===== src/rtl/ddr_img_pkg.sv =====
// ddr_img_pkg: shared constants, state encoding and frame-size helper for the
// image write path feeding the ib1 DDR3 FIFO.
//   PIX_W / WORD_W / LANES : beat width, FIFO word width, beats per word
//   IMG_COL/CH/TAP/BYTE    : fixed sensor geometry (rows come in at run time)
//   state_t                : packer FSM states
//   frame_beats()          : 32-bit beats per frame for a given row count
package ddr_img_pkg;

  localparam int PIX_W    = 32;
  localparam int WORD_W   = 256;
  localparam int LANES    = WORD_W / PIX_W;
  localparam int LANE_W   = $clog2(LANES);

  localparam int IMG_COL  = 43;
  localparam int IMG_CH   = 6;
  localparam int IMG_TAP  = 2;
  localparam int IMG_BYTE = 2;

  // 32-bit beats contributed by one image row (43*6*2*2/4 = 258).
  localparam logic [31:0] ROW_BEATS = 32'(IMG_COL * IMG_CH * IMG_TAP * IMG_BYTE / 4);

  typedef enum logic [1:0] {
    S_WAIT_SOF = 2'd0,
    S_PACK     = 2'd1,
    S_DROP     = 2'd2
  } state_t;

  // Beats per frame, modulo 2^32.
  function automatic logic [31:0] frame_beats(input logic [31:0] img_row);
    return img_row * ROW_BEATS;
  endfunction

endpackage


===== src/rtl/lane_shift_reg.sv =====
// lane_shift_reg: 8 x 32-bit lane register that accumulates beats of one
// 256-bit word.
//   clk, reset : clock, synchronous active-high reset
//   store      : write data into lane `lane`
//   restart    : start a new word: lane 0 = data, all other lanes cleared
//   flush      : clear all lanes (word has been handed off)
//   lane, data : target lane and beat data
//   word       : current lanes with lane `lane` replaced by `data`, i.e. the
//                word as it looks once the current beat is included
// Lanes are always zero between words, so a partial final word comes out
// zero-padded in its upper lanes without extra logic.
module lane_shift_reg
  import ddr_img_pkg::*;
(
  input  logic              clk,
  input  logic              reset,
  input  logic              store,
  input  logic              restart,
  input  logic              flush,
  input  logic [LANE_W-1:0] lane,
  input  logic [PIX_W-1:0]  data,
  output logic [WORD_W-1:0] word
);

  genvar gi;
  generate
    for (gi = 0; gi < LANES; gi++) begin : g_lane
      logic [PIX_W-1:0] lane_reg;

      always_ff @(posedge clk) begin
        if (reset || flush) begin
          lane_reg <= '0;
        end else if (restart) begin
          lane_reg <= (gi == 0) ? data : '0;
        end else if (store && lane == LANE_W'(gi)) begin
          lane_reg <= data;
        end
      end

      assign word[gi*PIX_W +: PIX_W] = (lane == LANE_W'(gi)) ? data : lane_reg;
    end
  endgenerate

endmodule


===== src/rtl/img_pack_256.sv =====
// img_pack_256: packs 32-bit sensor beats into 256-bit words for the ib1
// FIFO, frame aware (beat counting, zero-padded last word, drop on overflow,
// short-frame detection) with per-frame host status.
//   clk, reset            : clock, synchronous active-high reset
//   en                    : packing enable, only looked at while waiting for SOF
//   IMG_ROW               : rows per frame, captured with an accepted SOF
//   pix_valid/sof/data    : input beat stream (cannot be stalled)
//   fifo_full             : ib1 FIFO full, checked only when a word completes
//   fifo_we, fifo_data    : FIFO write, one cycle after the completing beat
//   frame_done            : pulse the cycle after a frame's last write
//   frame_cnt             : completed frames (counts on the frame_done cycle)
//   ovf_err, short_err    : sticky status
//   clr_status            : clears frame_cnt and both errors (sets win)
module img_pack_256
  import ddr_img_pkg::*;
(
  input  logic              clk,
  input  logic              reset,
  input  logic              en,
  input  logic [31:0]       IMG_ROW,
  input  logic              pix_valid,
  input  logic              pix_sof,
  input  logic [PIX_W-1:0]  pix_data,
  input  logic              fifo_full,
  output logic              fifo_we,
  output logic [WORD_W-1:0] fifo_data,
  output logic              frame_done,
  output logic [15:0]       frame_cnt,
  output logic              ovf_err,
  output logic              short_err,
  input  logic              clr_status
);

  state_t              state_reg;
  logic [LANE_W-1:0]   lane_reg;
  logic [31:0]         count_reg;
  logic [31:0]         frame_beats_reg;
  logic                done_pending_reg;
  logic                fifo_we_reg;
  logic [WORD_W-1:0]   fifo_data_reg;
  logic                frame_done_reg;
  logic [15:0]         frame_cnt_reg;
  logic                ovf_err_reg;
  logic                short_err_reg;

  logic                sof_beat;
  logic                row_is_zero;
  logic                start_frame;
  logic                pack_beat;
  logic                last_beat;
  logic                word_done;
  logic                single_beat;
  logic                completion;
  logic                frame_end;
  logic                lane_store;
  logic                lane_restart;
  logic                lane_flush;
  logic [WORD_W-1:0]   packed_word;
  logic [WORD_W-1:0]   comp_word;

  assign sof_beat    = pix_valid & pix_sof;
  // 258 = 2*129 with 129 odd, so row*258 wraps to 0 exactly when the low 31
  // row bits are zero. In that case the SOF beat is the whole frame; this is
  // decided straight from the input because the product is not yet registered.
  assign row_is_zero = (IMG_ROW[30:0] == '0);

  // An SOF restarts a frame from any state; only the idle state honours en.
  assign start_frame = sof_beat & ((state_reg == S_WAIT_SOF & en) |
                                   (state_reg == S_DROP) |
                                   (state_reg == S_PACK));
  assign pack_beat   = (state_reg == S_PACK) & pix_valid & ~pix_sof;
  assign last_beat   = (count_reg + 32'd1 == frame_beats_reg);
  assign word_done   = pack_beat & ((lane_reg == LANE_W'(LANES - 1)) | last_beat);
  assign single_beat = start_frame & row_is_zero;
  assign completion  = word_done | single_beat;
  assign frame_end   = (word_done & last_beat) | single_beat;

  assign lane_store   = pack_beat & ~word_done;
  assign lane_restart = start_frame & ~row_is_zero;
  assign lane_flush   = completion;

  lane_shift_reg u_lanes (
    .clk     (clk),
    .reset   (reset),
    .store   (lane_store),
    .restart (lane_restart),
    .flush   (lane_flush),
    .lane    (lane_reg),
    .data    (pix_data),
    .word    (packed_word)
  );

  // A single-beat frame may arrive mid-frame while the lanes still hold stale
  // data, so its word is built directly from the beat.
  assign comp_word = single_beat ? WORD_W'(pix_data) : packed_word;

  always_ff @(posedge clk) begin
    if (reset) begin
      state_reg        <= S_WAIT_SOF;
      lane_reg         <= '0;
      count_reg        <= '0;
      frame_beats_reg  <= '0;
      done_pending_reg <= 1'b0;
      fifo_we_reg      <= 1'b0;
      fifo_data_reg    <= '0;
      frame_done_reg   <= 1'b0;
      frame_cnt_reg    <= '0;
      ovf_err_reg      <= 1'b0;
      short_err_reg    <= 1'b0;
    end else begin
      fifo_we_reg      <= 1'b0;
      done_pending_reg <= 1'b0;
      frame_done_reg   <= done_pending_reg;

      // The count advances on the cycle frame_done is high, so a clear in
      // that same cycle leaves exactly this frame counted.
      frame_cnt_reg <= clr_status ? 16'(frame_done_reg)
                                  : frame_cnt_reg + 16'(frame_done_reg);

      if (completion && fifo_full) begin
        ovf_err_reg <= 1'b1;
      end else if (clr_status) begin
        ovf_err_reg <= 1'b0;
      end

      if (start_frame && state_reg == S_PACK) begin
        short_err_reg <= 1'b1;
      end else if (clr_status) begin
        short_err_reg <= 1'b0;
      end

      if (start_frame) begin
        frame_beats_reg <= frame_beats(IMG_ROW);
        lane_reg        <= LANE_W'(1);
        count_reg       <= 32'd1;
      end else if (pack_beat) begin
        lane_reg  <= lane_reg + LANE_W'(1);
        count_reg <= count_reg + 32'd1;
      end

      if (completion && !fifo_full) begin
        fifo_we_reg   <= 1'b1;
        fifo_data_reg <= comp_word;
      end
      if (frame_end && !fifo_full) begin
        done_pending_reg <= 1'b1;
      end

      if (completion && fifo_full) begin
        state_reg <= S_DROP;
      end else if (frame_end) begin
        state_reg <= S_WAIT_SOF;
      end else if (start_frame) begin
        state_reg <= S_PACK;
      end
    end
  end

  assign fifo_we    = fifo_we_reg;
  assign fifo_data  = fifo_data_reg;
  assign frame_done = frame_done_reg;
  assign frame_cnt  = frame_cnt_reg;
  assign ovf_err    = ovf_err_reg;
  assign short_err  = short_err_reg;

endmodule

===== config.mk =====
export PLATFORM = sky130hd
export DESIGN_NAME = img_pack_256
export DESIGN_NICKNAME = d
export VERILOG_FILES = /design/src/rtl/ddr_img_pkg.sv /design/src/rtl/lane_shift_reg.sv /design/src/rtl/img_pack_256.sv
export SDC_FILE = /design/constraint.sdc
export NUM_CORES = 1
export LEC_CHECK = 0
export CORE_ASPECT_RATIO = 1.2
export CORE_MARGIN = 1.5
export CORE_UTILIZATION = 31
export CTS_BUF_LIST = sky130_fd_sc_hd__clkbuf_4 sky130_fd_sc_hd__clkbuf_8
export DETAILED_ROUTE_END_ITERATION = 8
export SYNTH_ARGS = -nofsm -noshare
export SYNTH_HDL_FRONTEND = slang
export SYNTH_SLANG_ARGS = --single-unit
export TNS_END_PERCENT = 5

===== constraint.sdc =====
create_clock -name clk -period 11.5 [get_ports clk]
set_input_delay 1.15 -clock clk [delete_from_list [all_inputs] [get_ports clk]]
set_output_delay 1.15 -clock clk [all_outputs]
set_load 0.02 [all_outputs]

Yosys cells after proc, flatten, opt, wreduce, memory -nomap -nowiden
Index checks and enable logic that the tools add are counted.
{"block": "word_totals", "register_bits": 601, "latch_bits": 0, "ram_bits": 0, "mem_bits_ro": 0, "in_bits": 71, "elab_cells": 105, "n_memories": 0}
{"block": "op_classes", "n_addsub": 3, "multipliers": 1, "div": 0, "n_lt_le_gt_ge": 0, "eq_ne": 10, "n_shift": 0, "muxes": 24, "bitwise": 18, "n_reduce_logical": 26}
{"cell": "2-to-1 mux 32 bit", "count": 10}
{"cell": "2-to-1 mux 256 bit", "count": 1}
{"cell": "adder 32 x 1 -> 32 bit (second input constant)", "count": 1}
{"cell": "== test 32 bit", "count": 1}
{"cell": "multiplier 32 x 8 -> 31 bit (second input constant)", "count": 1}
{"cell": "zero test 31 bit", "count": 1}
{"cell": "adder 16 x 1 -> 16 bit", "count": 1}
{"cell": "== test 3 bit (second input constant)", "count": 4}
{"cell": "logical AND 1 bit", "count": 12}
{"cell": "bitwise AND 1 bit", "count": 10}
{"cell": "2-to-1 mux 1 bit", "count": 10}
{"cell": "nonzero test 2 bit", "count": 4}
{"cell": "== test 3 x 2 -> 1 bit (second input constant)", "count": 2}
{"cell": "2-to-1 mux 2 bit", "count": 3}
{"cell": "OR reduction 2 bit", "count": 3}
{"cell": "bitwise OR 1 bit", "count": 5}
{"cell": "adder 3 x 1 -> 3 bit (second input constant)", "count": 1}
{"cell": "== test 3 x 1 -> 1 bit (second input constant)", "count": 1}
{"cell": "zero test 3 bit", "count": 1}
{"cell": "NOT 1 bit", "count": 3}
{"cell": "nonzero test 3 bit", "count": 1}
{"cell": "OR reduction 3 bit", "count": 1}
{"cell": "== test 2 x 1 -> 1 bit (second input constant)", "count": 1}
{"cell": "== test 2 bit (second input constant)", "count": 1}
{"cell": "other kinds (3)", "count": 3}

Logic depth before layout (Yosys ltp)
Gate-level depths: netlist of the first run.
{"block": "depth", "word_depth": 9, "mapped_depth": 14, "depth_no_buf": 13}

Modules after synthesis
From an unflattened synthesis of the first run, not the netlist that was laid out.
{"block": "hier_totals", "hier_cells": 3400, "hier_area_um2": 30045.1}
{"module": "img_pack_256", "n_inst": 1, "cells_each": 1935, "area_per_inst_um2": 17549.3, "seq_area_each_um2": 6906.6}
{"module": "lane_shift_reg", "n_inst": 1, "cells_each": 1465, "area_per_inst_um2": 12495.7, "seq_area_each_um2": 5124.9}

Worst setup path after synthesis of the first run
Ideal clock, no wire load.
{"block": "synth_timing", "kind": "input -> register", "startpoint": "input port IMG_ROW[2]", "endpoint": "register frame_beats_reg[30]", "setup_time_ns": 0.117, "arrival_ns": 4.626, "path_slack_ns": 6.757, "cell_stages": 13, "n_path_buf": 0, "path_cell_list": "ha_1 > ha_1 > ha_1 > fa_1 > a211o_1 > a2111oi_0 > o21ai_0 > or3_1 > a31o_2 > a31oi_1 > o21ai_0 > xor2_1 > a22o_1"}
{"block": "synth_between", "elab_chain_cells": 1}
{"item": "from (decl)", "line_no": "img_pack_256.sv:20", "text": "input logic [31:0] IMG_ROW,"}
{"item": "multiplier 32 x 8 -> 31 bit", "line_no": "ddr_img_pkg.sv:30", "text": "return img_row * ROW_BEATS;"}
{"item": "to (signal assigned)", "line_no": "img_pack_256.sv:133", "text": "frame_beats_reg <= frame_beats(IMG_ROW);"}
{"item": "to (decl)", "line_no": "img_pack_256.sv:37", "text": "logic [31:0] frame_beats_reg;"}
No other way between the ends.
A chain may end at the register's enable or synchronous reset.

Final worst setup path of the first run
{"block": "layout_timing", "startpoint": "register count_reg[0]", "endpoint": "register u_lanes.g_lane[3].lane_reg[9]"}
{"block": "layout_between", "elab_chain_cells": 7}
{"item": "from (decl)", "line_no": "img_pack_256.sv:36", "text": "logic [31:0] count_reg;"}
{"item": "from (signal assigned)", "line_no": "img_pack_256.sv:138", "text": "count_reg <= count_reg + 32'd1;"}
{"item": "adder 32 x 1 -> 32 bit *", "line_no": "img_pack_256.sv:72", "text": "assign last_beat = (count_reg + 32'd1 == frame_beats_reg);"}
{"item": "== test 32 bit *", "line_no": "img_pack_256.sv:72"}
{"item": "bitwise OR 1 bit *", "line_no": "img_pack_256.sv:73", "text": "assign word_done = pack_beat & ((lane_reg == LANE_W'(LANES - 1)) | last_beat);"}
{"item": "bitwise AND 1 bit *", "line_no": "img_pack_256.sv:73"}
{"item": "bitwise OR 1 bit or NOT 1 bit (tied branches)", "line_no": "img_pack_256.sv:75, img_pack_256.sv:78"}
{"item": "logical OR 1 bit or bitwise AND 1 bit (tied branches)", "line_no": "lane_shift_reg.sv:31, img_pack_256.sv:78"}
{"item": "OR reduction 2 bit (no source line) or logical AND 1 bit (tied branches)"}
{"item": "to (signal assigned)", "line_no": "lane_shift_reg.sv:34", "text": "lane_reg <= (gi == 0) ? data : '0;"}
{"item": "to (signal assigned)", "line_no": "lane_shift_reg.sv:36", "text": "lane_reg <= data;"}
{"item": "to (decl)", "line_no": "lane_shift_reg.sv:28", "text": "logic [PIX_W-1:0] lane_reg;"}
Mark *: on every way between the ends. The rest lies on a longest branch, timed or not.

==> results of run 1 <==
==> cells by family after synthesis <==
kind of cell,Yosys count,share of synthesized area
flops,601,0.395
mux,419,0.138
compound gates,745,0.218
fa+ha+maj,76,0.0315
simple gates,809,0.139
xor+xnor,93,0.0268
buf+inv,325,0.0516
==> final cells by class <==
class	count	area [um^2]
repair buffers	408	3960
flip-flops and latches	601	12000
well taps	1270	1590
multi-input cells	2142	17000
diodes	6	15.0
clock buffers	169	2140
inverters	11	48.8
fillers	9630	60100
clock inverters	21	270
==> final timing paths <==
kind	startpoint	endpoint	slack, ns	cells past startpoint
setup / recovery	count_reg[0]$_SDFFE_PP0P_	u_lanes.g_lane[3].lane_reg[9]$_SDFFE_PP0P_	6.33	12
hold / removal	done_pending_reg$_SDFF_PP0_	frame_done$_SDFF_PP0_	0.44	1
setup reg to reg	count_reg[0]$_SDFFE_PP0P_	u_lanes.g_lane[3].lane_reg[9]$_SDFFE_PP0P_	6.33	12
hold reg to reg	done_pending_reg$_SDFF_PP0_	frame_done$_SDFF_PP0_	0.44	1
==> per-layer routing <==
metal,share of wire,vias to the layer above,track usage
met4,0.026,0,0.0604
met3,0.047,135,0.0288
li1,-,11500,-
met1,0.46,11600,0.260
met5,0,-,0
met2,0.47,600,0.321
==> report_power, final <==
group / switching, W / internal, W / leakage, nW
Sequential: 0.0000105 / 0.00210 / 4.84
Combinational: 0.000272 / 0.000119 / 7.86
Clock: 0.000947 / 0.00129 / 1.27
Total: 0.00123 / 0.00351 / 14.0
==> worst max-delay path: cells and delay by family, from the launching register on <==
family | cells | cell delay (ns)
compound gates | 3 | 0.48
fa+ha+maj | 1 | 0.28
buf+inv | 2 | 1.63
flops | 1 | 0.43
simple gates | 6 | 2.06
==> stage by stage <==
stage | power, W | cell area, um^2 | hold WS (ns) | instances
5_1_grt | 0.00492 | 37000 | 0.459 | 4625
3_3_place_gp | 0.00254 | 34600 | 0.420 | 4432
3_5_place_dp | 0.00254 | 34600 | 0.426 | 4432
2_1_floorplan | 0.00240 | 30400 | 0.414 | 3068
6_report | 0.00474 | 37000 | 0.437 | 4628
4_1_cts | 0.00480 | 37000 | 0.440 | 4622
==> cell usage in the layout (no fill, tap or decap), types with 8 or more instances in the layout <==
master / n
a21boi_0: 32
xor2_1: 39
o21ai_0: 281
o41ai_2: 206
nor3_1: 12
buf_4: 60
clkinv_2: 10
o41ai_1: 19
xnor2_1: 54
clkdlybuf4s50_1: 342
a211oi_1: 12
dfxtp_1: 601
ha_1: 73
o211ai_1: 8
inv_1: 10
a21o_1: 10
nand3b_1: 38
mux2i_1: 418
or3_1: 19
nor2_1: 274
a221o_1: 31
nand3_1: 26
a21oi_1: 90
and3_1: 42
nor4_1: 11
a21oi_4: 9
nor2b_1: 232
nand4_1: 16
clkbuf_4: 30
nand2b_1: 10
clkbuf_8: 139
nand2_1: 88
==> cell usage after synthesis (38+ instances only) <==
cell and n:
a21oi_1 92, nand3b_1 38, xor2_1 39, nand2_1 92, ha_1 75, xnor2_1 54, and3_1 42, o41ai_2 206
mux2i_1 418, dfxtp_1 601, o21ai_0 281, nor2b_1 233, buf_2 39, clkbuf_1 222, nor2_1 277
==> results.sh, run 1 <==
export IMPL_slowest_stage="buf_4"
export IMPL_cts_root_buf="clkbuf_8"
export IMPL_die_y_um=346
export IMPL_drc_errors=0
export IMPL_hold_viol_final=0
export IMPL_areaGrowthSynthToFinish_pct=21.7
export IMPL_drive_above_1_share=0.151
export IMPL_fp_coreArea_um2=97100
export IMPL_start_util=0.313
export IMPL_netlist_instances=3068
export IMPL_cts_tree="done"
export IMPL_synth_cell_types=79
export IMPL_crit_path_frequent_cell="buf_4"
export IMPL_synth_top_area_frac=0.395
export IMPL_synth_seq_cells=601
export IMPL_vias=23800
export IMPL_finClkSkew_ns=0.0358
export IMPL_grt_overflow=0
export IMPL_synth_area_leaders="dfxtp_1 40%, mux2i_1 14%, o41ai_2 11%"
export IMPL_fp_dieW_um=289
export IMPL_slew_headroom=0.167
export IMPL_boundaryPins=347
export IMPL_syn_area_um2=30400
export IMPL_crit_chain="ha_1, nand3_1, or2_1, nor3_4, nor4b_2, o221ai_1, and4bb_4, a21oi_4, o21ai_4, buf_4, buf_4, nor2_1"
export IMPL_p_leak_nw=14.0
export IMPL_nNetsFinal=3416
export IMPL_clock_latency_ns=0.74
export IMPL_drtIter0Drc=1462
export IMPL_grt_pass1_wl_um=148000
export IMPL_p_per_area_nw_per_um2=128
export IMPL_clk_pin_slew_ns=0.06
export IMPL_ctsResizeCount=0
export IMPL_dpl_worst_slack_ns=5.72
export IMPL_cp_data_required_time_ns=12.06
export IMPL_design_die_area_um2=100000
export IMPL_fin_ws_ns=6.33
export IMPL_vdd_drop_max_mv=0.0781
export IMPL_yosysSeqAreaShare=0.395
export IMPL_max_stage_delay_ns=0.89
export IMPL_gp_congestion=0.846
export IMPL_htreeDepth=3
export IMPL_async_reset_ff_frac=0
export IMPL_cts_made_buffers=105
export IMPL_tns_ns=0
export IMPL_routed_wl_um=100000
export IMPL_syn_area_per_cell_um2=9.92
export IMPL_period_minus_slack_ns=5.17
export IMPL_ys_flop_type="dfxtp_1"
export IMPL_critPathMaxFanout=79
export IMPL_ys_warn_count=0
export IMPL_crit_type="register to register"
export IMPL_clock_path_buffers=3
export IMPL_portBuffers=345
export IMPL_grt_max_degree=194
export IMPL_worstSetupEndpointType="register"
export IMPL_ctsHoldBuffers=0
export IMPL_detail_route_antenna_nets=0
export IMPL_antenna_found_initial=4
export IMPL_track_usage=0.195
export IMPL_postCtsSetupBuffers=0
export IMPL_synth_largest_area_cell="dfxtp_1"
export IMPL_min_delay_path_class="register to register"
export IMPL_grt_pass1_vias=23000
export IMPL_fin_crit_sh=0.449
export IMPL_max_cap_violations=0
export IMPL_num_rows=125
export IMPL_post_route_util=0.381
export IMPL_synth_edff_count=0
export IMPL_maxSlewViolCount=0
export IMPL_worst_pin_slew_ns=1.25
export IMPL_syn_nets=3215
export IMPL_vias_per_cell=5.15
export IMPL_setup_violations=0
export IMPL_rsz0062_at_grt="no"
export IMPL_wire_per_inst_um=21.7
export IMPL_place_hpwl_um=62100
export IMPL_cts_sinks=601
export IMPL_arrival_ns=5.73
export IMPL_first_pass_iters=6
export IMPL_outcome="complete, no violations"
export IMPL_timing_fmax_mhz=193
export IMPL_startpoint_type="register"
(Power assumes the default switching activity.)
==> run 2, diff against run 1 <==
==> constraint.sdc (replaced) <==
create_clock -name clk -period 5.1 [get_ports clk]
set_input_delay 0.51 -clock clk [delete_from_list [all_inputs] [get_ports clk]]
set_output_delay 0.51 -clock clk [all_outputs]
set_load 0.02 [all_outputs]
==> results.sh, run 2 (synthesis gave the netlist of run 1 again) <==
export IMPL_drive_above_1_share=0.153
export IMPL_routed_wl_um=99900
export IMPL_portBuffers=345
export IMPL_fp_dieW_um=289
export IMPL_die_y_um=346
export IMPL_drc_errors=0
export IMPL_grt_overflow=0
export IMPL_nNetsFinal=3422
export IMPL_setup_violations=0
export IMPL_gp_congestion=0.848
export IMPL_boundaryPins=347
export IMPL_cts_made_buffers=103
export IMPL_cp_data_required_time_ns=5.75
export IMPL_tns_ns=0
export IMPL_design_die_area_um2=100000
export IMPL_place_area_um2=34900
export IMPL_antenna_found_initial=3
export IMPL_fp_coreArea_um2=97100
export IMPL_rsz0062_at_grt="no"
export IMPL_finClkSkew_ns=0.0471
export IMPL_period_minus_slack_ns=4.23
export IMPL_hold_viol_final=0
export IMPL_critical_path_startpoint="count_reg[0]$_SDFFE_PP0P_"
export IMPL_holdCritStartpoint="reset"
export IMPL_areaGrowthSynthToFinish_pct=22.5
export IMPL_fin_crit_sh=0.830
export IMPL_p_per_area_nw_per_um2=287
export IMPL_clk_pin_slew_ns=0.06
export IMPL_max_cap_violations=0
export IMPL_track_usage=0.193
export IMPL_final_cell_mix="601 x dfxtp_1, 418 x mux2i_1, 342 x clkdlybuf4s50_1"
export IMPL_postCtsSetupBuffers=0
export IMPL_cts_tree="done"
export IMPL_clock_path_buffers=3
export IMPL_crit_type="register to register"
export IMPL_grt_pass1_wl_um=147000
export IMPL_stdcell_area_um2=37300
export IMPL_first_pass_iters=5
export IMPL_maxSlewViolCount=0
export IMPL_worstSetupEndpointType="register"
export IMPL_max_stage_delay_ns=0.76
export IMPL_cts_root_buf="clkbuf_8"
export IMPL_slowest_stage="nor4_1"
export IMPL_r2r_start="count_reg[0]$_SDFFE_PP0P_"
export IMPL_final_common_cell="dfxtp_1"
export IMPL_grt_pass1_vias=22600
export IMPL_wire_per_inst_um=21.6
export IMPL_vdd_drop_max_mv=0.174
export IMPL_vias_per_cell=5.13
export IMPL_place_hpwl_um=62600
export IMPL_start_util=0.313
export IMPL_htreeDepth=3
export IMPL_drtIter0Drc=1745
export IMPL_detail_route_antenna_nets=0
export IMPL_clock_latency_ns=0.73
export IMPL_worst_pin_slew_ns=1.21
export IMPL_num_rows=125
export IMPL_ctsHoldBuffers=0
export IMPL_grt_max_degree=174
export IMPL_ctsResizeCount=0
export IMPL_startpoint_type="register"
export IMPL_crit_chain="ha_1, nand3_1, nor4_1, nand2_1, a211oi_1, and4_2, a21oi_4, nor3_4, buf_4, a221o_1"
export IMPL_p_leak_nw=14.1
export IMPL_timing_fmax_mhz=236
export IMPL_cts_sinks=601
export IMPL_vias=23800
export IMPL_critPathMaxFanout=14
export IMPL_min_delay_path_class="input pin to register"
export IMPL_slew_headroom=0.196
export IMPL_outcome="complete, no violations"
export IMPL_arrival_ns=4.88
## run 2: stage by stage
stage	instances	power [W]	hold slack [ns]	setup slack (ns)	utilization
6_report	4634	0.0107	0.245	0.866	0.384
5_1_grt	4633	0.0111	0.257	0.590	0.384
4_1_cts	4632	0.0109	0.196	0.821	0.384
3_5_place_dp	4440	0.00575	0.441	0.345	0.359
3_3_place_gp	4440	0.00575	0.432	0.257	0.359
2_1_floorplan	3068	0.00541	0.414	0.997	-
## run 2: where the power goes
part / switching [W] / leakage [nW] / total (W) / internal (W)
Clock: 0.00209 / 1.27 / 0.00505 / 0.00296
Combinational: 0.000613 / 7.97 / 0.000897 / 0.000284
Sequential: 0.0000233 / 4.84 / 0.00475 / 0.00472
## run 2: final cells by class
cell class,instances,area (um^2)
tap,1270,1590
multi-input combinational,2142,17000
inverter,11,48.8
clock inverter,21,308
timing repair buffer,416,4190
antenna,2,5.00
sequential,601,12000
fill,9584,59900
clock buffer,171,2100
## run 2: critical path: cells and delay by family (launching register included)
kind	cells	cell delay (ns)
AOI/OAI and AO/OA	3	0.64
adders and majority gates	1	0.27
buffers and inverters	1	0.32
DFF	1	0.42
and+or+nand+nor	5	2.49
## run 2: layer usage
metal	GRT usage	wire [um]	up-vias
met3	0.0403	5880	174
li1	-	-	11500
met4	0.0843	4130	0
met1	0.255	45200	11400
met5	0	0	-
met2	0.303	44700	655
## run 2: path summary, 6_finish.rpt
| check | endpoint | depth (start not counted) | slack (ns) |
|---|---|---|---|
| worst min register to register | frame_done$_SDFF_PP0_ | 1 | 0.45 |
| worst max-delay path | fifo_data[17]$_SDFFE_PP0P_ | 10 | 0.87 |
| worst min-delay path | frame_cnt[0]$_SDFF_PP0_ | 2 | 0.24 |
| worst max register to register | fifo_data[17]$_SDFFE_PP0P_ | 10 | 0.87 |
==> run 3, diff against run 2 <==
==> constraint.sdc (replaced) <==
create_clock -name clk -period 3.5 [get_ports clk]
set_input_delay 0.35 -clock clk [delete_from_list [all_inputs] [get_ports clk]]
set_output_delay 0.35 -clock clk [all_outputs]
set_load 0.02 [all_outputs]
==> results.sh, run 3 (synthesis gave the netlist of run 1 again) <==
export IMPL_vias_per_cell=5.11
export IMPL_setup_violations=0
export IMPL_maxSlewViolCount=0
export IMPL_first_pass_iters=5
export IMPL_p_per_area_nw_per_um2=396
export IMPL_clk_pin_slew_ns=0.06
export IMPL_vias=24400
export IMPL_p_leak_nw=14.9
export IMPL_min_delay_path_class="input pin to register"
export IMPL_htreeDepth=3
export IMPL_outcome="complete, no violations"
export IMPL_place_area_um2=36300
export IMPL_final_common_cell="dfxtp_1"
export IMPL_startpoint_type="input pin"
export IMPL_drtIter0Drc=1456
export IMPL_stdcell_area_um2=38700
export IMPL_r2r_start="count_reg[0]$_SDFFE_PP0P_"
export IMPL_cts_sinks=601
export IMPL_p_comb_frac=0.097
export IMPL_hold_end="frame_beats_reg[3]$_SDFFE_PP0P_"
export IMPL_drc_errors=0
export IMPL_drive_above_1_share=0.192
export IMPL_fin_ws_ns=0.118
export IMPL_vdd_drop_max_mv=0.213
export IMPL_place_hpwl_um=69100
export IMPL_grt_overflow=0
export IMPL_fp_coreArea_um2=97100
export IMPL_dpl_worst_slack_ns=-0.724
export IMPL_min_path_cells=4
export IMPL_design_die_area_um2=100000
export IMPL_boundaryPins=347
export IMPL_cp_data_required_time_ns=4.08
export IMPL_final_cell_mix="600 x dfxtp_1, 418 x mux2i_1, 341 x clkdlybuf4s50_1"
export IMPL_antenna_found_initial=2
export IMPL_start_util=0.313
export IMPL_cts_root_buf="clkbuf_8"
export IMPL_p_sw_frac=0.263
export IMPL_holdCritStartpoint="IMG_ROW[2]"
export IMPL_power_w=0.0153
export IMPL_num_rows=125
export IMPL_areaGrowthSynthToFinish_pct=27.0
export IMPL_r2r_end="fifo_data[96]$_SDFFE_PP0P_"
export IMPL_fin_crit_sh=0.966
export IMPL_cts_made_buffers=102
export IMPL_instances_no_fill=4780
export IMPL_clock_path_buffers=3
export IMPL_grt_pass1_wl_um=151000
export IMPL_grt_max_degree=149
export IMPL_fillers=9519
export IMPL_period_minus_slack_ns=3.38
export IMPL_worst_pin_slew_ns=1.22
export IMPL_max_cap_violations=0
export IMPL_crit_chain="clkdlybuf4s50_1, ha_4, ha_1, ha_2, fa_2, a211o_4, a2111oi_4, o21ai_1, or3_1, a31o_2, a31oi_4, o21ai_1, xor2_1, a22o_1"
export IMPL_gp_congestion=0.847
export IMPL_p_seq_frac=0.452
export IMPL_crit_type="input pin to register"
export IMPL_p_int_w=0.0113
export IMPL_die_y_um=346
export IMPL_clock_latency_ns=0.73
export IMPL_arrival_ns=3.96
export IMPL_timing_fmax_mhz=296
export IMPL_numPlacedInstances=4590
export IMPL_slowest_stage="clkdlybuf4s50_1"
export IMPL_worstSetupEndpointType="register"
export IMPL_grt_pass1_vias=23700
export IMPL_slew_headroom=0.185
export IMPL_nNetsFinal=3577
export IMPL_track_usage=0.199
export IMPL_cts_tree="done"
export IMPL_finClkSkew_ns=0.0444
export IMPL_crit_path_frequent_cell="o21ai_1"
export IMPL_detail_route_antenna_nets=0
export IMPL_p_switching_w=0.00403
export IMPL_routed_wl_um=103000
export IMPL_max_stage_delay_ns=0.52
export IMPL_portBuffers=345
export IMPL_fp_dieW_um=289
export IMPL_r2r_slack_ns=0.18
export IMPL_hold_viol_final=0
export IMPL_critPathMaxFanout=3
export IMPL_r2r_cells=12
export IMPL_wire_per_inst_um=21.4
export IMPL_pwr_share_clk=0.451
-- run 3: final cells by class --
class / instances / area [um^2] / area share
multi-input cells: 2142 / 17100 / 0.441
flip-flops and latches: 601 / 12000 / 0.311
repair buffers: 572 / 5710 / 0.148
clock buffers: 156 / 1980 / 0.0513
well taps: 1270 / 1590 / 0.0411
clock inverters: 27 / 228 / 0.00589
inverters: 11 / 48.8 / 0.00126
diodes: 1 / 2.50 / 0.0000647
-- run 3: through the flow --
stage | hold slack [ns] | setup TNS [ns] | utilization
final | 0.120 | 0 | 0.398
after global routing | 0.0733 | -0.00149 | 0.398
after CTS | 0.181 | 0 | 0.397
after detailed placement | 0.443 | -4.29 | 0.374
after global placement | 0.450 | -3.99 | 0.374
after floorplan | 0.414 | 0 | -
-- run 3: worst max path at each step --
stage	from	end	depth (start not counted)
2_1_floorplan	IMG_ROW[2]	frame_beats_reg[30]$_SDFFE_PP0P_	13
3_3_place_gp	IMG_ROW[2]	frame_beats_reg[30]$_SDFFE_PP0P_	14
3_5_place_dp	IMG_ROW[2]	frame_beats_reg[30]$_SDFFE_PP0P_	14
4_1_cts	IMG_ROW[2]	frame_beats_reg[30]$_SDFFE_PP0P_	14
5_1_grt	count_reg[0]$_SDFFE_PP0P_	fifo_data[228]$_SDFFE_PP0P_	12
6_report	IMG_ROW[9]	frame_beats_reg[30]$_SDFFE_PP0P_	14
-- run 3: critical path: cells and delay by family --
family	cells	cell delay, ns
AOI/OAI and AO/OA	7	1.53
adders and majority gates	4	1.07
buffers and inverters	1	0.52
and+or+nand+nor	1	0.35
xor gates and xnor gates	1	0.16
-- run 3: metal layers --
| metal | share of wire | vias up | global-route usage | routed length (um) |
|---|---|---|---|---|
| li1 | - | 11800 | - | - |
| met1 | 0.44 | 11800 | 0.257 | 45300 |
| met2 | 0.47 | 674 | 0.330 | 48600 |
| met3 | 0.055 | 151 | 0.0368 | 5640 |
| met4 | 0.029 | 0 | 0.0660 | 2970 |
| met5 | 0 | - | 0 | 0 |
-- run 3: power by group through the flow --
stage,logic (W),clock network [W],registers [W]
after CTS,0.00149,0.00709,0.00692
after global placement,0.00148,0,0.00707
after detailed placement,0.00147,0,0.00707
after global routing,0.00160,0.00738,0.00692
final,0.00149,0.00689,0.00692
after floorplan,0.000834,0,0.00706
-- run 3: what timing repair did --
action,4_1_cts,5_1_grt
hold endpoints to repair,32,0
cloned,0,1
setup buffers,0,4
hold buffers,1,0
pin swaps,1,4
resized for setup,3,13
setup endpoints to repair,267,239
